File: config.mk
export PLATFORM = sky130hd
export DESIGN_NAME = sort_engine_flat
export DESIGN_NICKNAME = d
export VERILOG_FILES = /design/src/rtl/sort_engine_if.sv /design/src/rtl/sort_engine.sv /design/src/flat_wrapper.sv
export SDC_FILE = /design/constraint.sdc
export NUM_CORES = 1
export LEC_CHECK = 0
export BUFFER_PORTS_ARGS = -buffer_cell sky130_fd_sc_hd__buf_4
export CORE_ASPECT_RATIO = 2
export CORE_MARGIN = 4
export CORE_UTILIZATION = 60
export DETAILED_ROUTE_END_ITERATION = 6
export PLACE_DENSITY = 0.77
export SLEW_MARGIN = 20
export SYNTH_ARGS = -nofsm -noshare
export SYNTH_HDL_FRONTEND = slang
export SYNTH_SLANG_ARGS = --single-unit
File: constraint.sdc
create_clock -name clk -period 5.7 [get_ports clk]
set_input_delay 0.57 -clock clk [delete_from_list [all_inputs] [get_ports clk]]
set_output_delay 0.57 -clock clk [all_outputs]
set_load 0.02 [all_outputs]
File: src/rtl/sort_engine_if.sv
// Host-side port of the sort engine: load/read bus, sort control and status.
interface sort_engine_if #(
  parameter int DATA_WIDTH = 8,
  parameter int ADDR_WIDTH = 3,
  parameter int CNT_WIDTH  = 16
);
  logic                  start;
  logic                  desc;
  logic [ADDR_WIDTH:0]   len;
  logic                  wr;
  logic                  rd;
  logic [ADDR_WIDTH-1:0] addr;
  logic [DATA_WIDTH-1:0] wdata;
  logic [DATA_WIDTH-1:0] rdata;
  logic                  busy;
  logic                  done;
  logic [CNT_WIDTH-1:0]  swap_cnt;

  modport master (
    output start, desc, len, wr, rd, addr, wdata,
    input  rdata, busy, done, swap_cnt
  );

  modport slave (
    input  start, desc, len, wr, rd, addr, wdata,
    output rdata, busy, done, swap_cnt
  );
endinterface

File: src/rtl/sort_engine.sv
// In-place bubble sorter over a single-port DEPTH x DATA_WIDTH store.
// Host loads/reads words while idle; a sort of the first len words runs on
// start, exits early on a swap-free pass and reports the swap count.
module sort_engine #(
  parameter int DATA_WIDTH = 8,
  parameter int ADDR_WIDTH = 3,
  parameter int CNT_WIDTH  = 16
) (
  input logic        clk,
  input logic        rstn,
  sort_engine_if.slave host
);

  localparam int DEPTH = 2 ** ADDR_WIDTH;
  localparam logic [ADDR_WIDTH:0] DEPTH_L = {1'b1, {ADDR_WIDTH{1'b0}}};
  localparam logic [ADDR_WIDTH:0] LIM_ONE = (ADDR_WIDTH + 1)'(1);

  typedef enum logic [3:0] {
    IDLE, INIT, RDA, RDB, CMP, SWA, SWB, PASS, DONE
  } state_t;

  state_t state, state_nx;

  logic [DATA_WIDTH-1:0] mem [DEPTH];
  logic [DATA_WIDTH-1:0] dout;
  logic [ADDR_WIDTH-1:0] mem_addr;
  logic [DATA_WIDTH-1:0] mem_wd;
  logic                  mem_we;

  logic [ADDR_WIDTH-1:0] j;
  logic [ADDR_WIDTH:0]   lim;
  logic                  swapped;
  logic                  desc_q;
  logic [DATA_WIDTH-1:0] a_q, b_q;
  logic [CNT_WIDTH-1:0]  swap_cnt_q;
  logic [DATA_WIDTH-1:0] rdata_q;

  logic [ADDR_WIDTH:0]   len_c;
  logic [ADDR_WIDTH:0]   lim_n;
  logic                  last;
  logic                  do_swap;

  // Start-time limit: clamp len to DEPTH; len 0 and 1 both give lim 0.
  always_comb begin
    len_c = (host.len > DEPTH_L) ? DEPTH_L : host.len;
    lim_n = (len_c == '0) ? '0 : len_c - LIM_ONE;
  end

  // Pair (j, j+1) is the last of the pass; swap decision uses B straight from dout.
  always_comb begin
    last    = (({1'b0, j} + LIM_ONE) == lim);
    do_swap = desc_q ? (a_q < dout) : (a_q > dout);
  end

  // Single memory port: host owns it in IDLE, the sorter otherwise.
  always_comb begin
    mem_addr = host.addr;
    mem_wd   = host.wdata;
    mem_we   = 1'b0;
    case (state)
      IDLE: mem_we = host.wr;
      RDA:  mem_addr = j;
      RDB:  mem_addr = j + ADDR_WIDTH'(1);
      SWA: begin
        mem_addr = j;
        mem_wd   = b_q;
        mem_we   = 1'b1;
      end
      SWB: begin
        mem_addr = j + ADDR_WIDTH'(1);
        mem_wd   = a_q;
        mem_we   = 1'b1;
      end
      default: ;
    endcase
  end

  // Storage with synchronous read; contents are deliberately not reset.
  always_ff @(posedge clk) begin
    if (mem_we) mem[mem_addr] <= mem_wd;
    dout <= mem[mem_addr];
  end

  // Host read register: loads in IDLE unless a write wins, forced to 0 by rd while busy.
  always_ff @(posedge clk or negedge rstn) begin
    if (!rstn) begin
      rdata_q <= '0;
    end else if (state != IDLE) begin
      if (host.rd) rdata_q <= '0;
    end else if (host.rd && !host.wr) begin
      rdata_q <= mem[mem_addr];
    end
  end

  // FSM state register.
  always_ff @(posedge clk or negedge rstn) begin
    if (!rstn) state <= IDLE;
    else       state <= state_nx;
  end

  // FSM next-state logic.
  always_comb begin
    state_nx = state;
    case (state)
      IDLE:    if (host.start) state_nx = INIT;
      INIT:    state_nx = (lim == '0) ? DONE : RDA;
      RDA:     state_nx = RDB;
      RDB:     state_nx = CMP;
      CMP:     state_nx = do_swap ? SWA : (last ? PASS : RDA);
      SWA:     state_nx = SWB;
      SWB:     state_nx = last ? PASS : RDA;
      PASS:    state_nx = (!swapped || lim == LIM_ONE) ? DONE : RDA;
      DONE:    state_nx = IDLE;
      default: state_nx = IDLE;
    endcase
  end

  // Sort datapath: index, pass limit, operands, swap flag and counter.
  always_ff @(posedge clk or negedge rstn) begin
    if (!rstn) begin
      j          <= '0;
      lim        <= '0;
      swapped    <= 1'b0;
      desc_q     <= 1'b0;
      a_q        <= '0;
      b_q        <= '0;
      swap_cnt_q <= '0;
    end else begin
      case (state)
        IDLE: if (host.start) begin
          desc_q     <= host.desc;
          lim        <= lim_n;
          swap_cnt_q <= '0;
        end
        INIT: begin
          j       <= '0;
          swapped <= 1'b0;
        end
        RDB: a_q <= dout;
        CMP: begin
          b_q <= dout;
          if (!do_swap && !last) j <= j + ADDR_WIDTH'(1);
        end
        SWB: begin
          swapped <= 1'b1;
          if (swap_cnt_q != '1) swap_cnt_q <= swap_cnt_q + CNT_WIDTH'(1);
          if (!last) j <= j + ADDR_WIDTH'(1);
        end
        PASS: begin
          if (swapped && lim != LIM_ONE) lim <= lim - LIM_ONE;
          j       <= '0;
          swapped <= 1'b0;
        end
        default: ;
      endcase
    end
  end

  assign host.rdata    = rdata_q;
  assign host.busy     = (state != IDLE);
  assign host.done     = (state == DONE);
  assign host.swap_cnt = swap_cnt_q;

endmodule

File: src/flat_wrapper.sv
// flat-port wrapper written by rule: the top's interface ports become plain ports
module sort_engine_flat 
#(
  parameter int DATA_WIDTH = 8,
  parameter int ADDR_WIDTH = 3,
  parameter int CNT_WIDTH  = 16
)
  (clk, rstn, host_start, host_desc, host_len, host_wr, host_rd, host_addr, host_wdata, host_rdata, host_busy, host_done, host_swap_cnt);
  sort_engine_if #(.DATA_WIDTH(DATA_WIDTH), .ADDR_WIDTH(ADDR_WIDTH), .CNT_WIDTH(CNT_WIDTH)) host_i ();
  input logic clk;
  input logic rstn;
  input wire logic [$bits(host_i.start)-1:0] host_start;
  input wire logic [$bits(host_i.desc)-1:0] host_desc;
  input wire logic [$bits(host_i.len)-1:0] host_len;
  input wire logic [$bits(host_i.wr)-1:0] host_wr;
  input wire logic [$bits(host_i.rd)-1:0] host_rd;
  input wire logic [$bits(host_i.addr)-1:0] host_addr;
  input wire logic [$bits(host_i.wdata)-1:0] host_wdata;
  output wire logic [$bits(host_i.rdata)-1:0] host_rdata;
  output wire logic [$bits(host_i.busy)-1:0] host_busy;
  output wire logic [$bits(host_i.done)-1:0] host_done;
  output wire logic [$bits(host_i.swap_cnt)-1:0] host_swap_cnt;
  assign host_i.start = host_start;
  assign host_i.desc = host_desc;
  assign host_i.len = host_len;
  assign host_i.wr = host_wr;
  assign host_i.rd = host_rd;
  assign host_i.addr = host_addr;
  assign host_i.wdata = host_wdata;
  assign host_rdata = host_i.rdata;
  assign host_busy = host_i.busy;
  assign host_done = host_i.done;
  assign host_swap_cnt = host_i.swap_cnt;
  sort_engine #(.DATA_WIDTH(DATA_WIDTH), .ADDR_WIDTH(ADDR_WIDTH), .CNT_WIDTH(CNT_WIDTH)) u_core (.clk(clk), .rstn(rstn), .host(host_i));
endmodule
==> impl_metrics.json, run 1 <==
{
  "synthCells": 559,
  "dr_wl_met3_um": 728,
  "finClkSkew_ns": 0.00679,
  "dpl.cell_count": 715,
  "cts_inserted_buffers": 17,
  "r2r_end": "u_core.mem[7][6]",
  "setup_ws_ns": 1.45,
  "hold_viol_final": 0,
  "cp_cell_sequence": "and4bb_2 -> a211oi_2 -> a21o_1 -> nand2_1 -> a21oi_1",
  "slowest_delay_ns": 0.87,
  "finalMaxSlewViolations": 0,
  "grt_usage_pct": 26.7,
  "core_area_mm2": 0.0105,
  "avgViaCountPerCell": 6.40,
  "outcome": "complete, no violations",
  "cts_tree": "yes",
  "critPathRequiredTime_ns": 5.74,
  "post-cts-setup-buffers": 0,
  "antenna_left": 0,
  "insertion_delay_ns": 0.41,
  "synth.avg_cell_area_um2": 11.4,
  "critPathKind": "reg2reg",
  "dp_slack_ns": 1.54,
  "ys.flop_type": "edfxtp_1",
  "reg2reg_from": "u_core.state[1]",
  "min_path_type": "in2async",
  "routedLengthMet1_mm": 5.50,
  "final_cells": 747,
  "die_x_um": 81.0,
  "num_rows": 53,
  "syn_area_mm2": 0.00639,
  "synth-seq-area-share_pct": 53.3,
  "drt_iter0_markers": 340,
  "layout_commonest_cell": "nand2_1",
  "dr_wl_met2_mm": 8.50,
  "maxCapViolations": 0,
  "drive_gt1_share_pct": 17.4,
  "routed_wl_mm": 15.5,
  "drc_errors": 0,
  "clk_pin_slew_ns": 0.06,
  "synthArstFlopShare_pct": 42.4,
  "critPathSlowestCell": "dfrtp_1",
  "tightest_slew_ns": 0.987,
  "cts_buffer_depth": 2,
  "cts_sinks": 125,
  "cp_max_fo": 30,
  "rsz0062_at_grt": "no",
  "vias": 4778,
  "rr_worst_depth": 5,
  "mostFrequentLayoutCells": "67 x nand2_1, 64 x edfxtp_1, 53 x dfrtp_1",
  "ys_warn_count": 0,
  "final_net_count": 630,
  "globalRouteOverflowTotal": 0,
  "io_buffer_count": 46,
  "dp.final_hpwl_mm": 11.1,
  "grt_pass1_vias": 4909,
  "htree_levels": 4,
  "highest_layer": "met4",
  "start_util_pct": 61.0,
  "num_antenna_cells": 0,
  "grt_pass1_wl_mm": 25.1,
  "area_growth_pct": 15.0,
  "grt_max_degree": 54,
  "p_per_area_mw_per_mm2": 562,
  "root_buffer": "clkbuf_16",
  "synth_nets": 592,
  "cp-start-kind": "flop",
  "place.gp.congestion": 0.905,
  "period_share_pct": 74.5,
  "max_slew_margin_pct": 34.1,
  "period_needed_ns": 4.25,
  "dieArea_mm2": 0.0125,
  "num_io_pins": 47,
  "hold_ws_ns": 0.185,
  "fin_setup_tns_ns": 0,
  "cts_hold_buf": 0,
  "rrSetupSlack_ns": 1.45,
  "die_h_um": 154,
  "endpoint_kind": "flop",
  "drt_pass1_iterations": 5,
  "peakVddDrop_uv": 370,
  "wl_per_cell_um": 20.7,
  "fillers": 784,
  "antenna_found_initial": 0,
  "ys_types": 74,
  "cts.repair.resized": 0,
  "fmax_mhz": 235,
  "synth_edf_count": 64,
  "worstPathArrival_ns": 4.29,
  "ys_ff_latch": 125,
  "setup_viol": 0,
  "power.leakage_nw": 3.04,
  "power_mw": 4.13
}
cells in the mapped netlist, types with 12 or more instances:
| cell | number | share of area, % |
|---|---|---|
| inv_1 | 19 | 1.1 |
| o21ai_0 | 14 | 1.1 |
| nand2_1 | 67 | 3.9 |
| mux2i_1 | 32 | 5.0 |
| a221o_1 | 22 | 3.4 |
| dfrtp_1 | 53 | 21 |
| mux2_2 | 17 | 3.0 |
| ha_1 | 12 | 2.3 |
| a21oi_1 | 18 | 1.4 |
| nor2_1 | 30 | 1.8 |
| edfxtp_1 | 64 | 30 |
| clkbuf_1 | 12 | 0.70 |
area by class of cell:
class / count / area [um2] / share of cell area [%]
Inverter: 20 / 75.1 / 1.02
Clock inverter: 15 / 154 / 2.09
Tap cell: 137 / 171 / 2.33
Sequential cell: 125 / 3410 / 46.4
Timing Repair Buffer: 48 / 360 / 4.90
Clock buffer: 17 / 425 / 5.79
Multi-Input combinational cell: 385 / 2750 / 37.5
state kept, by name, indices dropped and copies added, names as in the netlist, 3 cells and up:
signal                flops
u_core.mem               64
u_core.host.swap_cnt     16
u_core.a_q                8
u_core.b_q                8
u_core.dout               8
u_core.host.rdata         8
u_core.lim                4
u_core.state              4
u_core.j                  3
worst max path at each step:
stage                     from                to  slack [ns]  cells after the start
2_1_floorplan      u_core.j[0]  u_core.mem[6][0]        3.03                      9
3_3_place_gp   u_core.state[1]  u_core.mem[7][5]        1.68                      5
3_5_place_dp   u_core.state[1]  u_core.mem[7][2]        1.54                      5
4_1_cts        u_core.state[1]  u_core.mem[7][0]        1.51                      5
5_1_grt        u_core.state[1]  u_core.mem[5][7]        1.11                      5
6_report       u_core.state[1]  u_core.mem[7][6]        1.45                      5
power by group:
part | internal, mW | total (mW) | switching, mW
clock network | 0.616 | 1.05 | 0.438
logic | 0.668 | 1.58 | 0.915
registers | 1.25 | 1.49 | 0.236
total | 2.54 | 4.13 | 1.59
worst max-delay path: cells and delay by family (launching register included):
kind               cells  cell delay (ns)
AOI/OAI and AO/OA      3             2.30
DFF                    1             0.87
and+or+nand+nor        2             0.70
per-layer routing:
layer / up-vias / global-route usage [%]
met5: - / 0
met1: 2362 / 29.0
met3: 45 / 4.87
met4: 0 / 14.8
li1: 2198 / -
met2: 173 / 47.3
through the flow:
| step | utilization (%) | area, um2 |
|---|---|---|
| floorplan | - | 6390 |
| global placement | 64.6 | 6770 |
| detailed placement | 64.6 | 6770 |
| CTS | 70.1 | 7350 |
| global route | 70.1 | 7350 |
| finish | 70.1 | 7350 |
kinds of logic after synthesis:
family / after synthesis / synth area share [%]
multiplexers: 50 / 8.24
adder cells (fa/ha/maj): 13 / 2.51
buffers and inverters: 49 / 3.68
flip-flops: 125 / 53.3
AND/OR/NAND/NOR: 184 / 15.2
XOR/XNOR: 18 / 2.47
AO/OA/AOI/OAI: 120 / 14.6
No activity file was read; power rests on OpenSTA's default activity.
==> inputs of run 2 (changes only) <==
CORE_UTILIZATION = 55   (was 60)
PLACE_DENSITY = 0.75   (was 0.77)
clock period = 3.5 ns   (was 5.7 ns; I/O delays follow)
==> impl_metrics.json, run 2 (synthesis gave the netlist of run 1 again) <==
{
  "drt_pass1_iterations": 5,
  "cts_tree": "yes",
  "critPathRequiredTime_ns": 3.80,
  "rsz0062_at_grt": "no",
  "tightest_slew_ns": 0.789,
  "globalRouteOverflowTotal": 0,
  "setup_viol": 0,
  "outcome": "complete, no violations",
  "num_rows": 55,
  "top_register": "u_core.mem",
  "min_path_type": "in2reg",
  "critPathSlowestCell": "dfrtp_1",
  "drive_gt1_share_pct": 19.4,
  "dp.final_hpwl_mm": 11.2,
  "fin_setup_tns_ns": 0,
  "mostFrequentLayoutCells": "67 x nand2_1, 65 x buf_4, 64 x edfxtp_1",
  "grt_pass1_vias": 4939,
  "num_io_pins": 47,
  "finClkSkew_ns": 0.00901,
  "cts_buffer_depth": 2,
  "peakVddDrop_uv": 603,
  "hold_viol_final": 0,
  "rr_worst_depth": 7,
  "grt_max_degree": 54,
  "die_x_um": 84.2,
  "start_util_pct": 56.3,
  "startpoint": "u_core.state[0]",
  "wl_per_cell_um": 20.2,
  "antenna_found_initial": 0,
  "antenna_left": 0,
  "min-delay-start": "host_desc",
  "cp_max_fo": 24,
  "vias": 4772,
  "setup_ws_ns": 0.481,
  "drt_iter0_markers": 426,
  "avgViaCountPerCell": 6.20,
  "reg2reg_from": "u_core.state[0]",
  "dp_slack_ns": 0.540,
  "power.leakage_nw": 3.15,
  "period_needed_ns": 3.02,
  "slowest_delay_ns": 0.82,
  "grt_usage_pct": 23.7,
  "path_common_cell": "a221o_1",
  "worstPathArrival_ns": 3.32,
  "holdPathStages": 2,
  "htree_levels": 4,
  "die_h_um": 160,
  "core_area_mm2": 0.0114,
  "post-cts-setup-buffers": 0,
  "insertion_delay_ns": 0.42,
  "cp_cell_sequence": "inv_1 -> a311o_1 -> buf_4 -> mux2i_1 -> a221o_1 -> a22o_1 -> a221o_1",
  "power_mw": 6.81,
  "grt_pass1_wl_mm": 24.7,
  "max_slew_margin_pct": 47.1,
  "place.gp.congestion": 0.907,
  "largest_reg_flops": 64,
  "finalMaxSlewViolations": 0,
  "root_buffer": "clkbuf_16",
  "drc_errors": 0,
  "period_share_pct": 86.2,
  "critPathKind": "reg2reg",
  "cts.repair.resized": 0,
  "final_net_count": 648,
  "fmax_mhz": 331,
  "endpoint_kind": "flop",
  "cts_inserted_buffers": 17,
  "dieArea_mm2": 0.0135,
  "clk_pin_slew_ns": 0.06,
  "layout_commonest_cell": "nand2_1",
  "p_per_area_mw_per_mm2": 907,
  "maxCapViolations": 0,
  "cp-start-kind": "flop",
  "cts_sinks": 125,
  "area_growth_pct": 17.6,
  "num_antenna_cells": 0,
  "routed_wl_mm": 15.6,
  "io_buffer_count": 46,
  "cts_hold_buf": 1
}
==> run 2: cell types whose count changed in the layout (fill, tap and decap cells not counted), sizes merged <==
cell | before | now
clkinv | 4 | 2
buf | 48 | 65
clkinvlp | 3 | 2
dlygate4sd3 | 0 | 1
bufinv | 1 | 0
clkbuf | 17 | 24
inv | 27 | 24
==> run 2: worst max-delay path: cells and delay by family (launching register included) <==
| family | cells | cell delay [ns] |
|---|---|---|
| compound gates | 4 | 1.36 |
| buf+inv | 2 | 0.55 |
| flops | 1 | 0.82 |
| mux | 1 | 0.15 |
==> run 2: where the power goes <==
| part | switching, mW | leakage (nW) | internal (mW) | total (mW) |
|---|---|---|---|---|
| combinational | 1.52 | 1.53 | 1.15 | 2.66 |
| clock | 0.668 | 0.290 | 1.08 | 1.75 |
| sequential | 0.352 | 1.34 | 2.04 | 2.39 |
==> run 2: final timing paths <==
| check | to | slack (ns) |
|---|---|---|
| setup / recovery | u_core.host.rdata[5] | 0.48 |
| hold / removal | u_core.desc_q | 0.17 |
| setup reg to reg | u_core.host.rdata[5] | 0.48 |
| hold reg to reg | u_core.b_q[4] | 0.51 |
| max in group asynchronous | u_core.b_q[2] | 2.53 |
| min in group asynchronous | u_core.lim[1] | 0.51 |
==> run 2: metal layers <==
| layer | global-route usage, % | vias up | share of wire, % |
|---|---|---|---|
| li1 | - | 2231 | - |
| met3 | 4.26 | 45 | 4.5 |
| met1 | 24.5 | 2344 | 36 |
| met5 | 0 | - | 0 |
| met2 | 44.1 | 152 | 55 |
| met4 | 13.0 | 0 | 4.5 |
==> run 2: metrics by stage <==
stage | instance area (um2) | hold slack, ns | util [%] | instances
3_5_place_dp | 6900 | 0.431 | 60.8 | 737
5_1_grt | 7510 | 0.178 | 66.2 | 770
2_1_floorplan | 6390 | 0.0544 | - | 559
3_3_place_gp | 6900 | 0.426 | 60.8 | 737
6_report | 7510 | 0.172 | 66.2 | 770
4_1_cts | 7510 | 0.162 | 66.2 | 770
==> run 2: final cells by class <==
class                           count  area [um2]
Multi-Input combinational cell    385        2750
Clock inverter                      8        65.1
Sequential cell                   125        3410
Tap cell                          142         178
Timing Repair Buffer               66         498
Inverter                           20        75.1
Fill cell                         869        3840
Clock buffer                       24         536
==> inputs of run 3 (changes only) <==
GPL_ROUTABILITY_DRIVEN = 0   (was default)
PLACE_DENSITY = 0.77   (was 0.75)
==> impl_metrics.json, run 3 (synthesis gave the netlist of run 1 again) <==
{
  "finalMaxSlewViolations": 0,
  "dp.final_hpwl_mm": 11.4,
  "cts_sinks": 125,
  "peakVddDrop_uv": 654,
  "final_cells": 768,
  "fmax_mhz": 315,
  "die_x_um": 84.2,
  "dieArea_mm2": 0.0135,
  "insertion_delay_ns": 0.41,
  "drt_iter0_markers": 314,
  "io_buffer_count": 46,
  "largest_reg_flops": 64,
  "die_h_um": 160,
  "period_share_pct": 90.8,
  "min_path_type": "in2async",
  "drc_errors": 0,
  "endpoint_kind": "flop",
  "area_growth_pct": 17.3,
  "power.leakage_nw": 3.14,
  "num_rows": 55,
  "post-cts-setup-buffers": 0,
  "critPathKind": "reg2reg",
  "cts.repair.resized": 0,
  "grt_max_degree": 54,
  "maxCapViolations": 0,
  "cp-start-kind": "flop",
  "antenna_left": 0,
  "cts_buffer_depth": 2,
  "stdcell_area_mm2": 0.00750,
  "drive_gt1_share_pct": 19.5,
  "hold_ws_ns": -0.0330,
  "cts_hold_buf": 0,
  "vias": 4793,
  "max_slew_margin_pct": 35.5,
  "core_area_mm2": 0.0114,
  "dpl-instance-area_mm2": 0.00689,
  "fillers": 847,
  "clk_pin_slew_ns": 0.07,
  "cts_tree": "yes",
  "p_per_area_mw_per_mm2": 922,
  "globalRouteOverflowTotal": 0,
  "power_mw": 6.91,
  "setup_viol": 0,
  "mostFrequentLayoutCells": "67 x nand2_1, 64 x buf_4, 64 x edfxtp_1",
  "start_util_pct": 56.3,
  "final_net_count": 646,
  "wl_per_cell_um": 20.9,
  "num_io_pins": 47,
  "finClkSkew_ns": 0.0113,
  "rsz0062_at_grt": "no",
  "htree_levels": 4,
  "antenna_found_initial": 0,
  "reg2reg_from": "u_core.j[0]",
  "layout_commonest_cell": "nand2_1",
  "num_antenna_cells": 0,
  "worstPathArrival_ns": 3.47,
  "top_register": "u_core.mem",
  "dpl.cell_count": 736,
  "tightest_slew_ns": 0.968,
  "cp_max_fo": 16,
  "cts_inserted_buffers": 17,
  "root_buffer": "clkbuf_16",
  "outcome": "finished with violations",
  "startpoint": "u_core.j[0]",
  "drt_pass1_iterations": 5,
  "hold_viol_final": 9,
  "critPathRequiredTime_ns": 3.79,
  "routed_wl_mm": 16.0,
  "fin_setup_tns_ns": 0,
  "avgViaCountPerCell": 6.24,
  "period_needed_ns": 3.18,
  "grt_pass1_vias": 4920,
  "grt_pass1_wl_mm": 25.8,
  "grt_usage_pct": 24.5,
  "violations": "hold timing"
}
==> run 3: path summary, 6_finish.rpt <==
path                                        endpoint  slack [ns]  cells past startpoint
min in group clk                       u_core.desc_q        0.19                      2
worst min-delay path                     u_core.j[1]       -0.03                      1
worst max register to register  u_core.host.rdata[0]        0.32                      7
worst min register to register        u_core.swapped        0.48                      2
worst max-delay path            u_core.host.rdata[0]        0.32                      7
max in group asynchronous              u_core.b_q[1]        3.03                      1
==> run 3: metal layers <==
layer  wire length, um  vias up  global-route usage, %
met3               530       34                   3.85
met4               578        0                   10.7
li1                  -     2221                      -
met2              9030      150                   45.6
met5                 0        -                      0
met1              5880     2388                   26.7
==> run 3: where the power goes <==
part	switching [mW]	internal, mW
clock network	0.723	1.08
registers	0.306	2.04
logic	1.61	1.15
total	2.64	4.27
==> run 3: critical path, cell delays in order, from the launching register on <==
cell      delay (ns)
dfrtp_1         0.50
nor4bb_1        0.33
a311o_1         0.80
a21o_1          0.33
buf_4           0.32
mux2i_1         0.32
o32ai_1         0.15
a221o_1         0.29
==> run 3: cell type report <==
| class | instances | area [um2] | area share, % |
|---|---|---|---|
| Clock inverter | 15 | 176 | 2.35 |
| Tap cell | 142 | 178 | 2.37 |
| Clock buffer | 17 | 425 | 5.68 |
| Timing Repair Buffer | 64 | 480 | 6.41 |
| Sequential cell | 125 | 3410 | 45.5 |
| Inverter | 20 | 75.1 | 1.00 |
| Multi-Input combinational cell | 385 | 2750 | 36.7 |
==> run 3: through the flow <==
stage	setup slack (ns)	utilization [%]
floorplan	0.826	-
global placement	0.572	60.7
detailed placement	0.408	60.7
CTS	0.359	66.0
global route	0.159	66.0
finish	0.322	66.0
